<file path="config.mk">
export PLATFORM = sky130hd
export DESIGN_NAME = gcc_point_src_flat
export DESIGN_NICKNAME = d
export VERILOG_FILES = /design/src/rtl/gcc_pkg.sv /design/src/rtl/gcc_point_src_if.sv /design/src/rtl/gcc_pt_buf.sv /design/src/rtl/gcc_point_src.sv /design/src/flat_wrapper.sv
export SDC_FILE = /design/constraint.sdc
export NUM_CORES = 1
export LEC_CHECK = 0
export CAP_MARGIN = 20
export CELL_PAD_IN_SITES_DETAIL_PLACEMENT = 1
export CELL_PAD_IN_SITES_GLOBAL_PLACEMENT = 1
export CORE_UTILIZATION = 55
export CTS_CLUSTER_DIAMETER = 150
export DETAILED_ROUTE_END_ITERATION = 7
export GPL_TIMING_DRIVEN = 0
export PLACE_DENSITY_LB_ADDON = 0.1
export SETUP_SLACK_MARGIN = 0.1
export SYNTH_ARGS = -nofsm -noshare
export SYNTH_HDL_FRONTEND = slang
export SYNTH_SLANG_ARGS = --single-unit
export TNS_END_PERCENT = 50
</file>
<file path="constraint.sdc">
create_clock -name CLK -period 6.85 [get_ports CLK]
set_input_delay 1.37 -clock CLK [delete_from_list [all_inputs] [get_ports CLK]]
set_output_delay 1.37 -clock CLK [all_outputs]
set_load 0.005 [all_outputs]
</file>
<file path="src/rtl/gcc_pkg.sv">
// Shared types and constants for the GCC point source.
package gcc_pkg;

  // Number of consecutive points per centroid window
  localparam int unsigned GCC_WIN = 6;

  typedef enum logic [2:0] {
    IDLE,
    CLR,
    STREAM,
    DRAIN,
    DONE
  } state_t;

  typedef struct packed {
    logic [7:0] x;
    logic [7:0] y;
    logic [3:0] w;
  } point_t;

endpackage

</file>
<file path="src/rtl/gcc_point_src_if.sv">
// Point-load handshake between the loader and gcc_point_src.
interface gcc_point_src_if;
  logic       ld_valid;
  logic       ld_ready;
  logic [7:0] ld_x;
  logic [7:0] ld_y;
  logic [3:0] ld_w;

  modport master (output ld_valid, output ld_x, output ld_y, output ld_w, input ld_ready);
  modport slave  (input ld_valid, input ld_x, input ld_y, input ld_w, output ld_ready);
endinterface

</file>
<file path="src/rtl/gcc_pt_buf.sv">
// Point buffer: DEPTH entries, one synchronous write port, one async read port.
module gcc_pt_buf
  import gcc_pkg::*;
#(
  parameter int unsigned DEPTH = 16,
  localparam int unsigned AW = $clog2(DEPTH)
) (
  input  logic          clk,
  input  logic          we,
  input  logic [AW-1:0] waddr,
  input  point_t        wdata,
  input  logic [AW-1:0] raddr,
  output point_t        rdata
);

  point_t mem [DEPTH];

  // Write port; contents are deliberately not reset
  always_ff @(posedge clk) begin
    if (we) mem[waddr] <= wdata;
  end

  assign rdata = mem[raddr];

endmodule

</file>
<file path="src/rtl/gcc_point_src.sv">
// GCC point source: buffers points, streams them into a centroid block and
// captures the sliding-window centroid results.
// Optional feature macro: GCC_SRC_CHECK_EN adds the sticky chk_err output.
module gcc_point_src
  import gcc_pkg::*;
#(
  parameter int unsigned DEPTH = 16
) (
  input  logic               CLK,
  input  logic               RESET,
  gcc_point_src_if.slave     ld,
  input  logic               start,
  output logic [7:0]         Xi,
  output logic [7:0]         Yi,
  output logic [3:0]         Wi,
  output logic               gcc_rst_n,
  input  logic               READY_,
  input  logic [7:0]         Xc,
  input  logic [7:0]         Yc,
  output logic               res_valid,
  output logic [7:0]         res_x,
  output logic [7:0]         res_y,
  output logic               busy,
  output logic               done,
  output logic               bad_start
`ifdef GCC_SRC_CHECK_EN
  ,
  output logic               chk_err
`endif
);

  localparam int unsigned AW = $clog2(DEPTH);
  localparam int unsigned CW = AW + 1;

  state_t        state;
  logic [CW-1:0] count;
  logic [AW-1:0] wr_ptr;
  logic [AW-1:0] rd_idx;
  point_t        rd_pt;
  point_t        wr_pt;
  logic          load;
  logic [CW-1:0] count_eff;
  logic          cap_pt;
  logic          last_pt;

  assign ld.ld_ready = (state == IDLE) && (count < CW'(DEPTH));
  assign load        = ld.ld_valid && ld.ld_ready;
  // A point loaded alongside start counts toward the minimum-window test
  assign count_eff   = count + CW'(load);
  assign cap_pt      = ((state == STREAM) && (CW'(rd_idx) >= CW'(GCC_WIN))) || (state == DRAIN);
  assign last_pt     = (CW'(rd_idx) == (count - CW'(1)));
  assign wr_pt       = '{x: ld.ld_x, y: ld.ld_y, w: ld.ld_w};

  gcc_pt_buf #(.DEPTH(DEPTH)) u_buf (
    .clk   (CLK),
    .we    (load),
    .waddr (wr_ptr),
    .wdata (wr_pt),
    .raddr (rd_idx),
    .rdata (rd_pt)
  );

  // Stream outputs are live only while streaming
  assign Xi        = (state == STREAM) ? rd_pt.x : 8'd0;
  assign Yi        = (state == STREAM) ? rd_pt.y : 8'd0;
  assign Wi        = (state == STREAM) ? rd_pt.w : 4'd0;
  assign gcc_rst_n = !RESET && (state != CLR);
  assign busy      = (state != IDLE);

  // Control FSM, load bookkeeping and result capture
  always_ff @(posedge CLK) begin
    if (RESET) begin
      state     <= IDLE;
      count     <= '0;
      wr_ptr    <= '0;
      rd_idx    <= '0;
      res_valid <= 1'b0;
      res_x     <= 8'd0;
      res_y     <= 8'd0;
      done      <= 1'b0;
      bad_start <= 1'b0;
    end else begin
      res_valid <= 1'b0;
      done      <= 1'b0;
      bad_start <= 1'b0;
      if (cap_pt && !READY_) begin
        res_valid <= 1'b1;
        res_x     <= Xc;
        res_y     <= Yc;
      end
      case (state)
        IDLE: begin
          if (load) begin
            count  <= count_eff;
            wr_ptr <= wr_ptr + AW'(1);
          end
          if (start) begin
            if (count_eff >= CW'(GCC_WIN)) state <= CLR;
            else                           bad_start <= 1'b1;
          end
        end
        CLR: begin
          rd_idx <= '0;
          state  <= STREAM;
        end
        STREAM: begin
          // Hold rd_idx on the last point so a full buffer never wraps it
          if (last_pt) state <= DRAIN;
          else         rd_idx <= rd_idx + AW'(1);
        end
        DRAIN: begin
          done  <= 1'b1;
          state <= DONE;
        end
        DONE:    state <= IDLE;
        default: state <= IDLE;
      endcase
    end
  end

`ifdef GCC_SRC_CHECK_EN
  logic [CW-1:0] res_cnt;

  // Sticky protocol checker: missing results at capture points or wrong total
  always_ff @(posedge CLK) begin
    if (RESET) begin
      chk_err <= 1'b0;
      res_cnt <= '0;
    end else begin
      if (state == CLR)             res_cnt <= '0;
      else if (cap_pt && !READY_)   res_cnt <= res_cnt + CW'(1);
      if (cap_pt && READY_)         chk_err <= 1'b1;
      if ((state == DONE) && (res_cnt != (count - CW'(GCC_WIN - 1)))) chk_err <= 1'b1;
    end
  end
`endif

endmodule
</file>
<file path="src/flat_wrapper.sv">
// flat-port wrapper written by rule: the top's interface ports become plain ports
module gcc_point_src_flat import gcc_pkg::*;
#(
  parameter int unsigned DEPTH = 16
)
  (CLK, RESET, start, Xi, Yi, Wi, gcc_rst_n, READY_, Xc, Yc, res_valid, res_x, res_y, busy, done, bad_start, ld_ld_valid, ld_ld_x, ld_ld_y, ld_ld_w, ld_ld_ready);
  gcc_point_src_if ld_i ();
  input  logic CLK;
  input  logic RESET;
  input  logic start;
  output logic [7:0] Xi;
  output logic [7:0] Yi;
  output logic [3:0] Wi;
  output logic gcc_rst_n;
  input  logic READY_;
  input  logic [7:0] Xc;
  input  logic [7:0] Yc;
  output logic res_valid;
  output logic [7:0] res_x;
  output logic [7:0] res_y;
  output logic busy;
  output logic done;
  output logic bad_start;
  input wire logic [$bits(ld_i.ld_valid)-1:0] ld_ld_valid;
  input wire logic [$bits(ld_i.ld_x)-1:0] ld_ld_x;
  input wire logic [$bits(ld_i.ld_y)-1:0] ld_ld_y;
  input wire logic [$bits(ld_i.ld_w)-1:0] ld_ld_w;
  output wire logic [$bits(ld_i.ld_ready)-1:0] ld_ld_ready;
  assign ld_i.ld_valid = ld_ld_valid;
  assign ld_i.ld_x = ld_ld_x;
  assign ld_i.ld_y = ld_ld_y;
  assign ld_i.ld_w = ld_ld_w;
  assign ld_ld_ready = ld_i.ld_ready;
  gcc_point_src #(.DEPTH(DEPTH)) u_core (.CLK(CLK), .RESET(RESET), .ld(ld_i), .start(start), .Xi(Xi), .Yi(Yi), .Wi(Wi), .gcc_rst_n(gcc_rst_n), .READY_(READY_), .Xc(Xc), .Yc(Yc), .res_valid(res_valid), .res_x(res_x), .res_y(res_y), .busy(busy), .done(done), .bad_start(bad_start));
endmodule
</file>
## Word-level counts from Yosys, hierarchy flattened

Memory sizes are Yosys's and may differ from the RTL's. A register that Yosys moved wholly into a read port is not among the register bits.
Cells that the tools add are included.

- Flip-flop bits (word level): 35
- Memory bits (writable): 320
- Input port bits: 41
- Output and inout bits: 42
- Logic and storage cells: 59
- Memories kept: 1

Memories:

| name | words | width | read ports | clocked after Yosys merged registers in | wr ports | line | RTL |
|---|---|---|---|---|---|---|---|
| u_core.u_buf.mem | 16 | 20 | 1 | 1 | 1 | gcc_pt_buf.sv:16 | `point_t mem [DEPTH];` |

- Add/sub/neg operators: 4
- Order comparisons: 3
- Equality and inequality tests: 9
- Mux-type cells: 16
- Bitwise gates (word level): 2
- Reductions and logical operators: 15

Operators with widths:

| kind | count |
|---|---|
| $mux 4 | 4 |
| $mux 8 | 2 |
| $pmux 3 s4 | 1 |
| $mux 3 | 3 |
| $add 4x1->4 const B | 2 |
| $pmux 4 s2 | 1 |
| $eq 3x2->1 const B | 2 |
| $ne 2x2->1 const B | 3 |
| $add 5x1->5 | 1 |
| $eq 4x5->1 | 1 |
| $ge 5x3->1 const B | 1 |
| $logic_and 1x1->1 | 5 |
| $lt 5x5->1 const B | 1 |
| $mux 1 | 5 |
| $sub 5x1->5 const B | 1 |
| $ge 4x3->1 const B | 1 |
| $reduce_and 2->1 | 2 |
| $eq 3x1->1 const B | 1 |
| $logic_not 3->1 | 1 |
| $ne 3x1->1 const B | 1 |
| $reduce_and 3->1 | 1 |
| $reduce_bool 3->1 | 1 |
| $reduce_or 3->1 | 1 |
| $logic_not 1->1 | 2 |
| other kinds (4) | 5 |

## Logic depth before layout (Yosys ltp)

Gate-level depths: netlist of the first run.

- Word-level depth: 8
- Gate-level depth with buffers: 12
- Depth with buffers taken out: 9

## Cells and area by module

A second synthesis of the first run with hierarchy kept.

- Cell total of the unflattened synthesis: 697
- Area total of the unflattened synthesis: 13864.5 µm²

By module, submodules not included:

| module | instances | cells an instance | area each (µm²) | seq. area each (µm²) |
|---|---|---|---|---|
| gcc_pt_buf | 1 | 513 | 12130.4 | 9609.2 |
| gcc_point_src | 1 | 184 | 1734.2 | 700.7 |

## Worst setup path after synthesis of the first run

No wires, ideal clock.

- Path kind: input port to flip-flop
- Start: in ld_ld_valid
- End: mem u_core.u_buf.mem[0][0] (netlist name), enable pin
- Setup time: 0.422 ns
- Arrival: 3.334 ns
- Data required time: 6.428 ns
- Slack: 3.094 ns
- Stages on the path: 5
- Buffers on the path: 2
- Cells stage by stage: and2_1 -> clkbuf_2 -> buf_2 -> nand2_1 -> nor3_1

- Longest elaborated chain between the ends: 3

Ends and longest elaborated chain:

| what | line | RTL |
|---|---|---|
| start: declaration | flat_wrapper.sv:24 | `input wire logic [$bits(ld_i.ld_valid)-1:0] ld_ld_valid;` |
| $logic_and 1x1->1 | gcc_point_src.sv:47 | `assign load = ld.ld_valid && ld.ld_ready;` |
| $mux 1 | gcc_pt_buf.sv:20 | `if (we) mem[waddr] <= wdata;` |
| $mux 1 (implied by the code) | gcc_pt_buf.sv:20 |  |
| end: declaration | gcc_pt_buf.sv:16 |  |

No other way between the ends.

==> results of run 1 <==
[logic make-up (layout without fill, tap and decap cells)]
kind of cell	count (synthesis)	count (layout)	synth area share, %
buffers and inverters	44	204	1.56
DFF	359	359	74.7
xor gates and xnor gates	13	13	0.818
AOI/OAI and AO/OA	11	11	0.548
and+or+nand+nor	110	110	3.81
muxes	120	120	17.7
adders and majority gates	10	10	0.881
[stage by stage]
stage | instances | total power (W)
floorplan | 667 | 0.00252
global placement | 1072 | 0.00258
detailed placement | 1082 | 0.00260
CTS | 1149 | 0.00457
global route | 1151 | 0.00464
finish | 1151 | 0.00455
[cell usage in the layout, fill, tap and decap left out, types with 5 or more instances in the layout]
master | synthesis | layout
sky130_fd_sc_hd__xor2_1 | 7 | 7
sky130_fd_sc_hd__clkbuf_1 | 24 | 28
sky130_fd_sc_hd__mux2i_1 | 20 | 20
sky130_fd_sc_hd__xnor2_1 | 6 | 6
sky130_fd_sc_hd__clkinv_2 | 0 | 8
sky130_fd_sc_hd__buf_8 | 0 | 7
sky130_fd_sc_hd__clkbuf_16 | 0 | 39
sky130_fd_sc_hd__nor2_1 | 46 | 34
sky130_fd_sc_hd__clkdlybuf4s50_1 | 0 | 81
sky130_fd_sc_hd__clkinv_1 | 0 | 5
sky130_fd_sc_hd__edfxtp_1 | 320 | 320
sky130_fd_sc_hd__buf_6 | 3 | 8
sky130_fd_sc_hd__ha_1 | 9 | 9
sky130_fd_sc_hd__nor2_4 | 0 | 10
sky130_fd_sc_hd__and2_1 | 21 | 21
sky130_fd_sc_hd__dfxtp_1 | 39 | 39
sky130_fd_sc_hd__nand2_1 | 13 | 13
sky130_fd_sc_hd__buf_4 | 6 | 6
sky130_fd_sc_hd__inv_1 | 5 | 5
sky130_fd_sc_hd__mux4_2 | 96 | 96
[layer usage]
| layer | part of all wire (%) | routed length, µm | track usage, % |
|---|---|---|---|
| met1 | 39 | 13100 | 35.8 |
| met2 | 52 | 17400 | 46.6 |
| met3 | 6.5 | 2200 | 4.62 |
| met4 | 2.7 | 910 | 9.48 |
| met5 | 0 | 0 | 0 |
[area by class of cell]
type | count | area, µm²
well taps | 324 | 405
repair buffers | 93 | 972
multi-input cells | 264 | 3410
fillers | 2026 | 7920
clock inverters | 22 | 196
inverters | 5 | 18.8
flip-flops and latches | 359 | 10400
clock buffers | 45 | 1020
plain buffers | 39 | 198
[worst min-delay path by stage]
stage | to | cells after the start
2_1_floorplan | u_core.res_x[2] | 2
3_3_place_gp | u_core.res_y[5] | 2
3_5_place_dp | u_core.res_y[5] | 2
4_1_cts | u_core.res_y[5] | 2
5_1_grt | u_core.res_x[1] | 2
6_report | u_core.res_y[5] | 2
[worst min-delay path: cells and delay by family (launching register included)]
kind / cells / cell delay [ns]
flops: 1 / 0.33
mux: 1 / 0.07
simple gates: 1 / 0.07
[state kept, by name, indices dropped and copies added, names as in the netlist, named ones only]
register,flops
u_core.count,5
u_core.bad_start,1
u_core.wr_ptr,4
u_core.res_x,8
u_core.u_buf.mem,320
u_core.state,3
u_core.done,1
u_core.res_y,8
u_core.res_valid,1
u_core.rd_idx,4
[power by group through the flow]
stage / clock, W / combinational [W] / sequential, W
final: 0.00199 / 0.000134 / 0.00242
after detailed placement: 0 / 0.000134 / 0.00247
after floorplan: 0 / 0.0000525 / 0.00246
after global placement: 0 / 0.000113 / 0.00246
after CTS: 0.00202 / 0.000135 / 0.00242
after global routing: 0.00208 / 0.000144 / 0.00242
==> impl_metrics.sql, run 1 <==
INSERT INTO impl_metrics (metric_group, metric, value, unit) VALUES
('logic_synthesis', 'post_synth.cell_area_avg', '20.9', 'µm²'),
('global_routing', 'track_usage', '27.3', '%'),
('global_routing', 'first_pass_grt_wire_length', '49.5', 'mm'),
('logic_synthesis', 'cell_taking_the_most_area_after_synthesis', 'sky130_fd_sc_hd__edfxtp_1', ''),
('logic_synthesis', 'synth.distinct_cells', '38', ''),
('sta', 'tightestPinTransition', '1.17', 'ns'),
('sta', 'finalHoldViolations', '0', ''),
('critical_path', 'worst_r2r_startpoint', 'u_core.state[0]', ''),
('job', 'max_cap_violations', '0', ''),
('critical_path', 'setup.reg_to_reg.worst_slack', '3.68', 'ns'),
('power_and_ir_drop', 'power.net_switching', '0.000902', 'W'),
('power_and_ir_drop', 'sw_frac_of_total', '19.8', '%'),
('clocking', 'cts_made_buffers', '37', ''),
('logic_synthesis', 'synth_area', '13900', 'µm²'),
('critical_path', 'crit_path_start_kind', 'flop', ''),
('logic_synthesis', 'ys_seq_elements', '359', ''),
('cells_and_area', 'diodes', '0', ''),
('critical_path', 'cp.buffers_inverters', '3', ''),
('sta', 'final.min_clock_period', '4.82', 'ns'),
('floorplan', 'design.die.area', '25900', 'µm²'),
('routing', 'postRouteWirelength', '33.6', 'mm'),
('critical_path', 'crit_fanout', '10', ''),
('critical_path', 'worst-endpoint-arrival', '3.45', 'ns'),
('logic_synthesis', 'synth.net_count', '717', ''),
('logic_synthesis', 'synth.most_common_cell', 'sky130_fd_sc_hd__edfxtp_1', ''),
('routing', 'detail_route.iter0.violations', '579', ''),
('place', 'placement.setup.worst_slack', '2.54', 'ns'),
('sta', 'final.setup.tns', '0', 'ns'),
('critical_path', 'timing.critical_path.to_type', 'primary output', ''),
('clocking', 'clock-root-buffer', 'sky130_fd_sc_hd__clkbuf_16', ''),
('cells_and_area', 'fin_util', '67.7', '%'),
('logic_synthesis', 'synth_warnings', '0', ''),
('min_path', 'min_from', 'u_core.res_y[5]', ''),
('floorplan', 'design.portCount', '83', ''),
('logic_synthesis', 'async_flop_share', '0', '%'),
('critical_path', 'crit_slowest_cell', 'sky130_fd_sc_hd__clkbuf_1', ''),
('critical_path', 'path_delay_family', 'buffers and inverters', ''),
('sta', 'fmaxAchievable', '0.207', 'GHz'),
('floorplan', 'die-height', '161', 'µm'),
('power_and_ir_drop', 'power.density_cell_area', '274', 'nW/µm²'),
('critical_path', 'critical_path.reg2reg.endpoint', 'u_core.u_buf.mem[6][8]', ''),
('power_and_ir_drop', 'power.clock.fraction', '43.8', '%'),
('power_and_ir_drop', 'leakagePower', '5.22', 'nW'),
('clocking', 'cts-hold-fix-buffers', '0', ''),
('cells_and_area', 'drive_above_1_share', '24.2', '%'),
('routing', 'remaining_drc_errors', '0', ''),
('global_routing', 'grt_max_degree', '21', ''),
('routing', 'routed-via-count', '7100', ''),
('critical_path', 'reg2reg_depth', '8', ''),
('clocking', 'ctsHtreeMaxLevel', '2', ''),
('sta', 'finalWorstSetupSlack', '2.03', 'ns'),
('cells_and_area', 'nets', '849', ''),
('cells_and_area', 'final_area', '16600', 'µm²'),
('critical_path', 'critical_path.endpoint', 'Xi[1]', ''),
('clocking', 'cts.path.max_buffers', '3', ''),
('routing', 'via_per_inst', '6.17', ''),
('clocking', 'postCtsSetupBuffers', '0', ''),
('sta', 'fin_skew', '0.0151', 'ns'),
('critical_path', 'crit_type', 'flop to primary output', ''),
('critical_path', 'cp.required', '5.48', 'ns'),
('run_status', 'result_of_the_run', 'completed', ''),
('power_and_ir_drop', 'combPwrFrac', '3.0', '%'),
('place', 'hpwl', '19.9', 'mm'),
('cells_and_area', 'area_delta_synth_final', '19.3', '%'),
('routing', 'drt.antenna.violating_nets', '0', ''),
('sta', 'fin_hold_ws', '0.506', 'ns'),
('logic_synthesis', 'netlist_top_cells_area', 'sky130_fd_sc_hd__edfxtp_1, sky130_fd_sc_hd__mux4_2, sky130_fd_sc_hd__dfxtp_1', ''),
('floorplan', 'fp.coreArea', '24500', 'µm²'),
('logic_synthesis', 'synth.top_cells.by_count', 'sky130_fd_sc_hd__edfxtp_1, sky130_fd_sc_hd__mux4_2, sky130_fd_sc_hd__nor2_1', ''),
('power_and_ir_drop', 'pwr-share-seq', '53.2', '%'),
('clocking', 'skew_pair_late_insertion_delay', '0.54', 'ns');
Note: power is estimated with default switching activity, not from simulation.
==> run 2: changes to the inputs <==
- CORE_UTILIZATION: 55 -> 47
- clock period: 6.85 -> 3.9 ns (I/O delays scaled with it)
==> impl_metrics.sql, run 2 (synthesis results as in run 1) <==
INSERT INTO impl_metrics (metric_group, metric, value, unit) VALUES
('critical_path', 'critical_path.reg2reg.endpoint', 'u_core.u_buf.mem[2][3]', ''),
('floorplan', 'design.die.area', '30300', 'µm²'),
('critical_path', 'path_delay_family', 'multiplexers', ''),
('place', 'hpwl', '19.0', 'mm'),
('global_routing', 'initial_antenna_violation_count', '0', ''),
('global_routing', 'first_pass_grt_wire_length', '47.8', 'mm'),
('critical_path', 'crit_path_start_kind', 'flop', ''),
('clocking', 'tritoncts_num_sinks', '359', ''),
('routing', 'remaining_drc_errors', '0', ''),
('critical_path', 'crit_fanout', '10', ''),
('clocking', 'worst_setup_hold_path_clk_slew', '0.06', 'ns'),
('cells_and_area', 'top_register', 'u_core.u_buf.mem', ''),
('global_routing', 'first_global_vias', '7624', ''),
('power_and_ir_drop', 'ir_drop_worst_vdd', '0.000280', 'V'),
('sta', 'fmaxAchievable', '0.269', 'GHz'),
('routing', 'via_per_inst', '5.73', ''),
('clocking', 'ctsHtreeMaxLevel', '2', ''),
('cells_and_area', 'layout_commonest_cell', 'sky130_fd_sc_hd__edfxtp_1', ''),
('min_path', 'holdCritPathClass', 'flop to flop', ''),
('clocking', 'postCtsSetupBuffers', '0', ''),
('cells_and_area', 'nets', '847', ''),
('critical_path', 'reg2reg_depth', '9', ''),
('critical_path', 'critical_path_max_stage_delay', '0.53', 'ns'),
('clocking', 'cts_made_buffers', '38', ''),
('floorplan', 'design.portCount', '83', ''),
('global_routing', 'globalRouteOverflowTotal', '0', ''),
('cells_and_area', 'drive_above_1_share', '25.1', '%'),
('sta', 'fin_skew', '0.00865', 'ns'),
('clocking', 'clock_tree_from_tritoncts', 'yes', ''),
('job', 'max_cap_violations', '0', ''),
('critical_path', 'critical_path.endpoint', 'Xi[0]', ''),
('routing', 'routed-via-count', '6929', ''),
('sta', 'timing.max_slew.rel_slack', '34.2', '%'),
('floorplan', 'fp.coreArea', '28900', 'µm²'),
('floorplan', 'core.rowCount', '62', ''),
('cells_and_area', 'largest_register_ff_count', '320', ''),
('critical_path', 'worst-endpoint-arrival', '2.94', 'ns'),
('sta', 'setup_repair_after_global_routing_missed_its_margin', 'yes', ''),
('place', 'port_buffers', '81', ''),
('clocking', 'skew_pair_late_insertion_delay', '0.52', 'ns'),
('global_routing', 'track_usage', '21.9', '%'),
('routing', 'routed_wire_length_per_instance', '26.3', 'µm'),
('critical_path', 'number_of_gates_on_the_worst_path_with_buffers_counted', '6', ''),
('cells_and_area', 'reg.largest.list', 'u_core.u_buf.mem: 320 flops, u_core.res_x: 8 flops, u_core.res_y: 8 flops', ''),
('place', 'placement.setup.worst_slack', '0.200', 'ns'),
('routing', 'drt.antenna.violating_nets', '0', ''),
('cells_and_area', 'finalNonFillerCells', '1209', ''),
('power_and_ir_drop', 'power.density_cell_area', '496', 'nW/µm²'),
('sta', 'tightestPinTransition', '0.984', 'ns'),
('cells_and_area', 'area_delta_synth_final', '20.9', '%'),
('cells_and_area', 'leading_cell_types_in_the_layout_fill_and_taps_excluded', 'sky130_fd_sc_hd__edfxtp_1, sky130_fd_sc_hd__mux4_2, sky130_fd_sc_hd__clkdlybuf4s50_1', ''),
('sta', 'final.setup.tns', '0', 'ns'),
('routing', 'detail_route.iter0.violations', '569', ''),
('critical_path', 'crit_type', 'flop to primary output', ''),
('cells_and_area', 'diodes', '0', ''),
('critical_path', 'worst_r2r_startpoint', 'u_core.state[0]', ''),
('critical_path', 'cp.required', '3.12', 'ns'),
('critical_path', 'timing.critical_path.to_type', 'primary output', ''),
('clocking', 'cts.path.max_buffers', '3', ''),
('sta', 'final.min_clock_period', '3.72', 'ns'),
('clocking', 'clock-root-buffer', 'sky130_fd_sc_hd__clkbuf_16', ''),
('global_routing', 'grt_max_degree', '21', ''),
('sta', 'timing.final.crit_share', '95.5', '%'),
('critical_path', 'setup.reg_to_reg.worst_slack', '0.74', 'ns'),
('sta', 'finalWorstSetupSlack', '0.177', 'ns'),
('floorplan', 'start_util', '48.1', '%'),
('power_and_ir_drop', 'leakagePower', '5.32', 'nW'),
('floorplan', 'die-height', '174', 'µm'),
('run_status', 'result_of_the_run', 'completed', ''),
('sta', 'slew_viol_final', '0', ''),
('critical_path', 'crit_chain', 'buf_6 > buf_4 > mux4_2 > mux4_2 > and2_1 > clkdlybuf4s50_1', ''),
('cells_and_area', 'fin_util', '58.2', '%'),
('place', 'gp_routability_congestion', '0.728', ''),
('sta', 'finalHoldViolations', '0', ''),
('place', 'placed_cells_incl_taps', '1141', ''),
('routing', 'drtPass1Iterations', '4', ''),
('critical_path', 'crit_slowest_cell', 'sky130_fd_sc_hd__mux4_2', ''),
('critical_path', 'cp.buffers_inverters', '3', ''),
('routing', 'postRouteWirelength', '31.8', 'mm'),
('critical_path', 'crit_path_most_repeated_cell', 'sky130_fd_sc_hd__mux4_2', ''),
('floorplan', 'die_w', '174', 'µm'),
('sta', 'finalSetupViolCount', '0', '');
==> run 2: cell types whose count changed in the layout (fill, tap and decap cells not counted), sizes merged <==
cell / change
clkinv: -1
clkinvlp: -4
bufinv: +5
buf: -2
clkbuf: +2
inv: -2
==> run 2: final cells by class <==
type	instances	area (µm²)
inverters	5	18.8
clock buffers	48	1050
repair buffers	90	931
plain buffers	39	238
flip-flops and latches	359	10400
clock inverters	20	295
multi-input cells	264	3430
fillers	2495	12100
well taps	384	480
==> run 2: power by group <==
group | leakage, nW | internal, W | switching, W
Sequential | 3.21 | 0.00423 | 0.0000140
Combinational | 1.45 | 0.000102 | 0.000129
Clock | 0.664 | 0.00244 | 0.00143
Total | 5.32 | 0.00677 | 0.00157
==> run 2: worst min-delay path by stage <==
stage                     from              end  slack, ns  cells after the start
2_1_floorplan  u_core.res_x[2]  u_core.res_x[2]       0.48                      2
3_3_place_gp   u_core.res_x[1]  u_core.res_x[1]       0.47                      2
3_5_place_dp   u_core.res_y[4]  u_core.res_y[4]       0.49                      2
4_1_cts        u_core.res_y[4]  u_core.res_y[4]       0.51                      2
5_1_grt        u_core.res_y[2]  u_core.res_y[2]       0.55                      2
6_report       u_core.res_y[4]  u_core.res_y[4]       0.50                      2
==> run 2: routing by layer <==
layer | track usage [%] | share of wire (%)
met1 | 28.9 | 41
met2 | 37.1 | 51
met3 | 4.00 | 5.6
met5 | 0 | 0
met4 | 6.80 | 2.4
==> run 2: what timing repair did <==
item	CTS	global route
hold buffers	0	0
setup endpoints to repair	20	20
gates resized for setup	18	5
==> run 2: per-stage QoR <==
stage	area, µm²	total power [W]	hold WS [ns]
2_1_floorplan	13900	0.00442	0.485
3_3_place_gp	15200	0.00453	0.475
3_5_place_dp	15400	0.00456	0.488
4_1_cts	16800	0.00840	0.507
5_1_grt	16800	0.00856	0.549
6_report	16800	0.00835	0.503
==> run 2: worst register-to-register path, cell delays in order (launching register included) <==
cell and delay (ns):
sky130_fd_sc_hd__dfxtp_1 0.29, sky130_fd_sc_hd__clkbuf_1 0.19, sky130_fd_sc_hd__nor4_1 0.33, sky130_fd_sc_hd__and2_1 0.17, sky130_fd_sc_hd__clkbuf_2 0.20, sky130_fd_sc_hd__buf_2 0.27, sky130_fd_sc_hd__nand2_1 0.27, sky130_fd_sc_hd__nor3_2 0.74
sky130_fd_sc_hd__buf_8 0.25, sky130_fd_sc_hd__buf_8 0.16
